`src/rtl/ahbl_pkg.sv`:
```
// Shared AHB-Lite encodings and the responder state codes used by the
// SRAM slave. Other AHB-Lite slaves can reuse these definitions.
package ahbl_pkg;

    localparam logic [1:0] HT_IDLE    = 2'b00;
    localparam logic [1:0] HT_BUSY    = 2'b01;
    localparam logic [1:0] HT_NONSEQ  = 2'b10;
    localparam logic [1:0] HT_SEQ     = 2'b11;

    localparam logic [2:0] HS_BYTE    = 3'b000;
    localparam logic [2:0] HS_HALF    = 3'b001;
    localparam logic [2:0] HS_WORD    = 3'b010;

    localparam logic       HRESP_OKAY  = 1'b0;
    localparam logic       HRESP_ERROR = 1'b1;

    localparam logic [2:0] IDLE  = 3'd0;
    localparam logic [2:0] WAIT  = 3'd1;
    localparam logic [2:0] ACC   = 3'd2;
    localparam logic [2:0] RRESP = 3'd3;
    localparam logic [2:0] ERR1  = 3'd4;
    localparam logic [2:0] ERR2  = 3'd5;

    // SEQ is handled exactly like NONSEQ; IDLE and BUSY never start a transfer.
    function automatic logic htrans_active(input logic [1:0] htrans);
        return (htrans == HT_NONSEQ) || (htrans == HT_SEQ);
    endfunction

endpackage

```
`src/rtl/ahbl_lane_decode.sv`:
```
// Byte-lane decoder for 32-bit AHB-Lite slaves: turns HSIZE and the two
// low address bits into per-byte enables and an alignment flag.
module ahbl_lane_decode
    import ahbl_pkg::*;
(
    input  logic [2:0] i_size,
    input  logic [1:0] i_addr_lo,
    output logic [3:0] o_lanes,
    output logic       o_misaligned
);

    // Sizes above a word are treated as a full word.
    always_comb begin
        o_lanes      = 4'b1111;
        o_misaligned = 1'b0;
        case (i_size)
            HS_BYTE: begin
                o_lanes = 4'b0001 << i_addr_lo;
            end
            HS_HALF: begin
                o_lanes      = i_addr_lo[1] ? 4'b1100 : 4'b0011;
                o_misaligned = i_addr_lo[0];
            end
            HS_WORD: begin
                o_misaligned = (i_addr_lo != 2'b00);
            end
            default: begin
                o_misaligned = (i_addr_lo != 2'b00);
            end
        endcase
    end

endmodule

```
`src/rtl/ahbl_sram_slave.sv`:
```
// AHB-Lite responder in front of a single-port synchronous SRAM with one
// cycle of read latency and per-byte write enables. Address-phase
// attributes are registered and the SRAM is accessed in the data phase,
// after WAIT_STATES stall cycles.
// Optional build macro AHBL_SRAM_ERR_EN: out-of-range or misaligned
// transfers receive a two-cycle ERROR response instead of wrapping.
module ahbl_sram_slave
    import ahbl_pkg::*;
#(
    parameter int AW          = 10,
    parameter int WAIT_STATES = 0
) (
    input  logic          HCLK,
    input  logic          HRESETn,
    input  logic          HSEL,
    input  logic [31:0]   HADDR,
    input  logic [1:0]    HTRANS,
    input  logic [2:0]    HSIZE,
    input  logic          HWRITE,
    input  logic [31:0]   HWDATA,
    input  logic          HREADY,
    output logic          HREADYOUT,
    output logic [31:0]   HRDATA,
    output logic          HRESP,
    output logic          sram_en,
    output logic [3:0]    sram_we,
    output logic [AW-1:0] sram_addr,
    output logic [31:0]   sram_wdata,
    input  logic [31:0]   sram_rdata
);

    localparam logic [3:0] WS_LAST = (WAIT_STATES > 0) ? 4'(WAIT_STATES - 1) : 4'd0;

    logic [2:0]    r_state;
    logic [3:0]    r_wait_cnt;
    logic [AW-1:0] r_addr;
    logic          r_write;
    logic [3:0]    r_lanes;

    logic [2:0]    w_next_state;
    logic [2:0]    w_entry_state;
    logic [3:0]    w_lanes;
    logic          w_misaligned;
    logic          w_accept;
    logic          w_take;
    logic          w_err;

    ahbl_lane_decode u_lane_decode (
        .i_size       (HSIZE),
        .i_addr_lo    (HADDR[1:0]),
        .o_lanes      (w_lanes),
        .o_misaligned (w_misaligned)
    );

    assign w_accept = HSEL & htrans_active(HTRANS) & HREADY;
    assign w_take   = w_accept & HREADYOUT;

`ifdef AHBL_SRAM_ERR_EN
    assign w_err = ((HADDR >> (AW + 2)) != 32'd0) | w_misaligned;
`else
    logic w_unused;
    assign w_err    = 1'b0;
    assign w_unused = ^{HADDR[31:AW+2], w_misaligned};
`endif

    assign w_entry_state = w_err ? ERR1 : ((WAIT_STATES > 0) ? WAIT : ACC);

    // Next-state selection; new transfers are only taken in states that drive HREADYOUT high.
    always_comb begin
        w_next_state = r_state;
        case (r_state)
            IDLE: begin
                if (w_accept) w_next_state = w_entry_state;
            end
            WAIT: begin
                if (r_wait_cnt == WS_LAST) w_next_state = ACC;
            end
            ACC: begin
                if (!r_write)      w_next_state = RRESP;
                else if (w_accept) w_next_state = w_entry_state;
                else               w_next_state = IDLE;
            end
            RRESP: begin
                w_next_state = w_accept ? w_entry_state : IDLE;
            end
`ifdef AHBL_SRAM_ERR_EN
            ERR1: begin
                w_next_state = ERR2;
            end
            ERR2: begin
                w_next_state = w_accept ? w_entry_state : IDLE;
            end
`endif
            default: begin
                w_next_state = IDLE;
            end
        endcase
    end

    // State and wait counter; reset abandons any pending access immediately.
    always_ff @(posedge HCLK or negedge HRESETn) begin
        if (!HRESETn) begin
            r_state    <= IDLE;
            r_wait_cnt <= 4'd0;
        end else begin
            r_state <= w_next_state;
            if ((r_state == WAIT) && (w_next_state == WAIT)) begin
                r_wait_cnt <= r_wait_cnt + 4'd1;
            end else begin
                r_wait_cnt <= 4'd0;
            end
        end
    end

    // Capture the address-phase attributes of each accepted transfer.
    always_ff @(posedge HCLK or negedge HRESETn) begin
        if (!HRESETn) begin
            r_addr  <= '0;
            r_write <= 1'b0;
            r_lanes <= 4'b0000;
        end else if (w_take) begin
            r_addr  <= HADDR[AW+1:2];
            r_write <= HWRITE;
            r_lanes <= w_lanes;
        end
    end

    // Bus response and SRAM strobes decoded from the current state.
    always_comb begin
        HREADYOUT  = 1'b1;
        HRESP      = HRESP_OKAY;
        HRDATA     = 32'd0;
        sram_en    = 1'b0;
        sram_we    = 4'b0000;
        sram_wdata = 32'd0;
        case (r_state)
            WAIT: begin
                HREADYOUT = 1'b0;
            end
            ACC: begin
                sram_en = 1'b1;
                if (r_write) begin
                    sram_we    = r_lanes;
                    sram_wdata = HWDATA;
                end else begin
                    HREADYOUT = 1'b0;
                end
            end
            RRESP: begin
                HRDATA = sram_rdata;
            end
`ifdef AHBL_SRAM_ERR_EN
            ERR1: begin
                HREADYOUT = 1'b0;
                HRESP     = HRESP_ERROR;
            end
            ERR2: begin
                HRESP = HRESP_ERROR;
            end
`endif
            default: begin
                HREADYOUT = 1'b1;
            end
        endcase
    end

    assign sram_addr = r_addr;

endmodule

```
`config.mk`:
```
export PLATFORM = sky130hd
export DESIGN_NAME = ahbl_sram_slave
export DESIGN_NICKNAME = d
export VERILOG_FILES = /design/src/rtl/ahbl_pkg.sv /design/src/rtl/ahbl_lane_decode.sv /design/src/rtl/ahbl_sram_slave.sv
export SDC_FILE = /design/constraint.sdc
export NUM_CORES = 1
export LEC_CHECK = 0
export CORE_MARGIN = 3
export CORE_UTILIZATION = 26
export DETAILED_ROUTE_END_ITERATION = 12
export PLACE_DENSITY = 0.81
export SLEW_MARGIN = 20
export SYNTH_ARGS = -nofsm -noshare
export SYNTH_HDL_FRONTEND = slang
export SYNTH_SLANG_ARGS = --single-unit
```
`constraint.sdc`:
```
create_clock -name HCLK -period 1.9 [get_ports HCLK]
set_input_delay 0.19 -clock HCLK [delete_from_list [all_inputs] [get_ports HCLK]]
set_output_delay 0.19 -clock HCLK [all_outputs]
set_load 0.05 [all_outputs]
```
Word level (Yosys, flattened, before mapping). Cells that the tools add are included.

Input port bits: 106. Register bits after elaboration: 22. Output and inout bits: 81. Logic and storage cells: 38.

Reductions and logical operators: 5. Eq/ne operators: 7. Add/sub/neg operators: 1. Shift-type cells: 1. Bitwise logic cells: 3. Muxes and demuxes: 16.

Operator list (count): $mux 32 (3); $mux 4 (4); $pmux 3 s4 (1); $eq 3x1->1 const B (3); $pmux 4 s2 (1); $eq 3x2->1 const B (2); $logic_not 3->1 (2); $mux 3 (2); $add 4x1->4 const B (1); $eq 2x2->1 const B (2); $logic_not 4->1 (1); $mux 2 (2); $shl 1x2->4 const A (1); $and 1x1->1 (3); $mux 1 (2); $pmux 1 s2 (1); $logic_and 1x1->1 (1); $logic_or 1x1->1 (1).

Logic depth before layout (Yosys ltp).
Word-level depth: 10. Mapped depth: 5.

Modules after synthesis. Synthesis repeated with hierarchy kept, for this count alone.

Cells, all modules: 157. Area, all modules: 1522.7 um2.

By module, submodules not included: ahbl_sram_slave (cells an instance 146, area an instance 1467.7 um2, times used 1, sequential area each 550.5 um2); ahbl_lane_decode (cells an instance 11, area an instance 55.1 um2, times used 1, sequential area each 0.0 um2).

Worst setup path after synthesis. Ideal clock, no wire load.

Path kind: flip-flop to output port. Start: reg r_state[0]. End: out sram_wdata[25]. Slack: 0.031 ns. Cell stages (with the launch flop): 4. Path buffers: 1. Data arrival time: 1.679 ns. Data required time: 1.710 ns. Cell sequence: dfrtp_1 -> nor3b_2 -> buf_2 -> and3_1.

Word-level cells in the longest chain between the ends: 2.

RTL lines: start, declared (RTL line ahbl_sram_slave.sv:34) `logic [2:0] r_state;`; start signal, assigned (RTL line ahbl_sram_slave.sv:106) `r_state <= w_next_state;`; $eq 3x2->1 (RTL line ahbl_sram_slave.sv:136) `case (r_state)`; $mux 32 (RTL line ahbl_sram_slave.sv:136); end, declared (RTL line ahbl_sram_slave.sv:28) `output logic [31:0] sram_wdata,`.

No other way between the ends.

Worst setup path in the final report.
Start: reg r_state[0]. End: out sram_wdata[23].

The elaborated chain is that of the path after synthesis.

==> metrics <==
R2R Setup Slk=0.31 ns; post-route setup slack=0.0886 ns; critical path, cell by cell=nor3b_4 -> buf_12 -> and3_1 -> buf_12; Total Nets Final=around 430; number of antenna violations at the first check in global routing=0; placement-stage worst setup slack=0.151 ns; worst r2r src=r_state[0]; status=completed; slowest stage cell on the critical path=dfrtp_1; routability congestion estimate=0.725; final number of max-transition violations=0; Vias/cell=4.46; top flip-flop cell by instance count after synthesis=dfrtp_1; Fin Clk Skew=approximately 0.0073 ns; portion of the clock cycle consumed by the worst path in the final layout=95.3%; number of setup violations in the final report=0; number of enable flip-flop cells after synthesis=0; highest signal layer in the routed design=met4; nature of the critical path endpoint=output port; DRC violation count after routing=0; number of distinct library cells after synthesis=29; Cell Count Post-Placement=384; kind of critical path=reg2out; wire length on met1=between 2000 and 2500 um; routed length per placed instance=between 15 and 20 um; iteration-0 DRC count of the detailed router=34; total global-route track usage=17.8%; maximum number of pins on one net before global-route repair=39; count of maximum capacitance violations=0; Critical Path RT=1.71 ns; DP Wirelength=about 5200 um; Post-Layout Cell Count=388; total power=0.00172 W; starting density of the core=27.1%; final setup TNS=0 ns; count of buffers from port buffering=164; critical path's most frequent cell=buf_12; synthesis warning total=0; worst setup path start=r_state[0]; Core ar.=~5500 sq um; commonest cells after routing, fill and taps aside=clkdlybuf4s50_1, buf_12, and3_1; Max VDD drop=0.542 mV; Filler Cells Inserted=391; reg-to-reg endpoint=r_lanes[2]; ys async rst share=100%; aggregate global routing overflow=0; first-pass GRT wire length=roughly 9100 um; Yosys reg bits=22; WL met2=3300 um; die extent in y=82.0 um; vias after detailed routing=1729; Cells after Synth=154; maximum count of clock buffers along a single path=2; clock root buffer=clkbuf_8; ratio of cells with drive above 1 in the final layout=between 30% and 40%; number of buffers added by the clock tree synthesis step=3; delay contributed by the slowest stage of the critical path=approximately 0.49 ns; WP data arrival=1.62 ns; clock latency on the worst-skew pair=0.27 ns; number of search-and-repair iterations in the first detailed-routing pass=4; critical-path maximum fanout=37; top-level I/O count=approximately 190; proportion of synthesized chip area in sequential cells=36.6%; met3 wirelength from detailed routing=749 um; TritonCTS clock tree=done; Die Area=approximately 6700 sq um; Hold Violations, Final=0; worst slew margin relative to its limit=65.9%; Final Critical Period=~1.8 ns; sort of element at the start of the critical path=register; number of global-route vias before repair=around 1800; Critical Path End=sram_wdata[23]; total clock sinks=22; Max Clk Rate=552 MHz; count of cells along the worst register-to-register path=4; setup repair after global routing missed its margin=yes; depth of the CTS H-tree=1; count of antenna diodes in the layout=0; Rows=27; antenna violation net count after detailed routing=0; hold buffer count at cts=0; worst-margin pin slew=0.509 ns; die width=82.0 um; LEAKAGE=1.76 nW; clk slew on worst S/H paths=0.08 ns; post-synthesis average cell area=slightly below 10 sq um; power density cells=about 430 nW/um^2; layout overhead on the synthesized area=167%; min-delay worst type=in2async; most common cell after layout, fill and taps aside=clkdlybuf4s50_1; Routed WL=6120 um; synthesized cell area=1500 sq um
==> flip-flops by register name, summed over array words and instances (netlist names) <==
name and cells:
sram_addr 10, r_write 1, r_wait_cnt 4, r_state 3, r_lanes 4
==> worst max-delay path: cells and delay by family, from the launching register on <==
kind	cells	cell delay [ns]
AND/OR/NAND/NOR	2	0.50
buffers and inverters	2	0.35
flip-flops	1	0.49
==> how the worst min path moves through the flow <==
stage,startpoint,end,cells after the start,slack (ns)
floorplan,HRESETn,r_lanes[0],0,-0.11
global placement,r_wait_cnt[0],r_wait_cnt[0],1,0.48
detailed placement,r_lanes[3],r_lanes[3],1,0.50
CTS,HRESETn,sram_addr[3],2,0.27
global route,HRESETn,sram_addr[3],2,0.27
finish,HRESETn,sram_addr[3],2,0.26
==> area by class of cell <==
| class | count | area [sq um] | area share [%] |
|---|---|---|---|
| sequential | 22 | 552 | 13.8 |
| multi-input combinational | 118 | 896 | 22.3 |
| clock inverter | 1 | 30.0 | 0.748 |
| inverter | 3 | 11.3 | 0.281 |
| tap | 72 | 90.1 | 2.25 |
| clock buffer | 3 | 41.3 | 1.03 |
| timing repair buffer | 169 | 2390 | 59.6 |
==> logic make-up (layout without fill, tap and decap cells) <==
| group | Yosys count | count (layout) | synth area share (%) |
|---|---|---|---|
| other | 1 | 2 | 0.250 |
| DFF | 22 | 22 | 36.6 |
| muxes | 15 | 15 | 13.7 |
| and+or+nand+nor | 90 | 90 | 39.3 |
| xor gates and xnor gates | 2 | 2 | 1.17 |
| buffers and inverters | 15 | 176 | 4.58 |
| adders and majority gates | 2 | 2 | 1.67 |
| AOI/OAI and AO/OA | 7 | 7 | 2.66 |
==> layer usage <==
metal / global-route usage [%] / up-vias
met3: 6.25 / 7
met2: 34.7 / 96
li1: - / 842
met5: 0 / -
met4: 4.65 / 0
met1: 17.6 / 784
==> per-stage QoR <==
| step | hold slack [ns] | utilization [%] | area (sq um) |
|---|---|---|---|
| after floorplan | -0.106 | - | 1510 |
| after global placement | 0.476 | 71.0 | 3930 |
| after detailed placement | 0.497 | 71.0 | 3930 |
| after CTS | 0.267 | 72.2 | 4000 |
| after global routing | 0.273 | 72.4 | 4010 |
| final | 0.256 | 72.4 | 4010 |
==> synthesized netlist by cell type, drive strengths merged, types with 2 or more instances <==
cell	n	area [sq um]
and3	38	239
nand3	2	10.0
buf	3	23.8
nor3b	2	31.3
o21ai	5	25.0
nor2	9	33.8
clkbuf	9	33.8
mux2	15	206
and2	32	200
dfrtp	22	551
inv	3	11.3
ha	2	25.0
==> power by group <==
group          internal, W  switching (W)
Combinational     0.000363       0.000341
Clock             0.000282       0.000159
Sequential        0.000532      0.0000429
Total              0.00118       0.000542
==> timing repair <==
action,4_1_cts,5_1_grt
setup buffers,0,0
gates resized for setup,0,3
endpoints found under the setup margin,0,62
hold endpoints to repair,0,0
(Power assumes the default switching activity.)
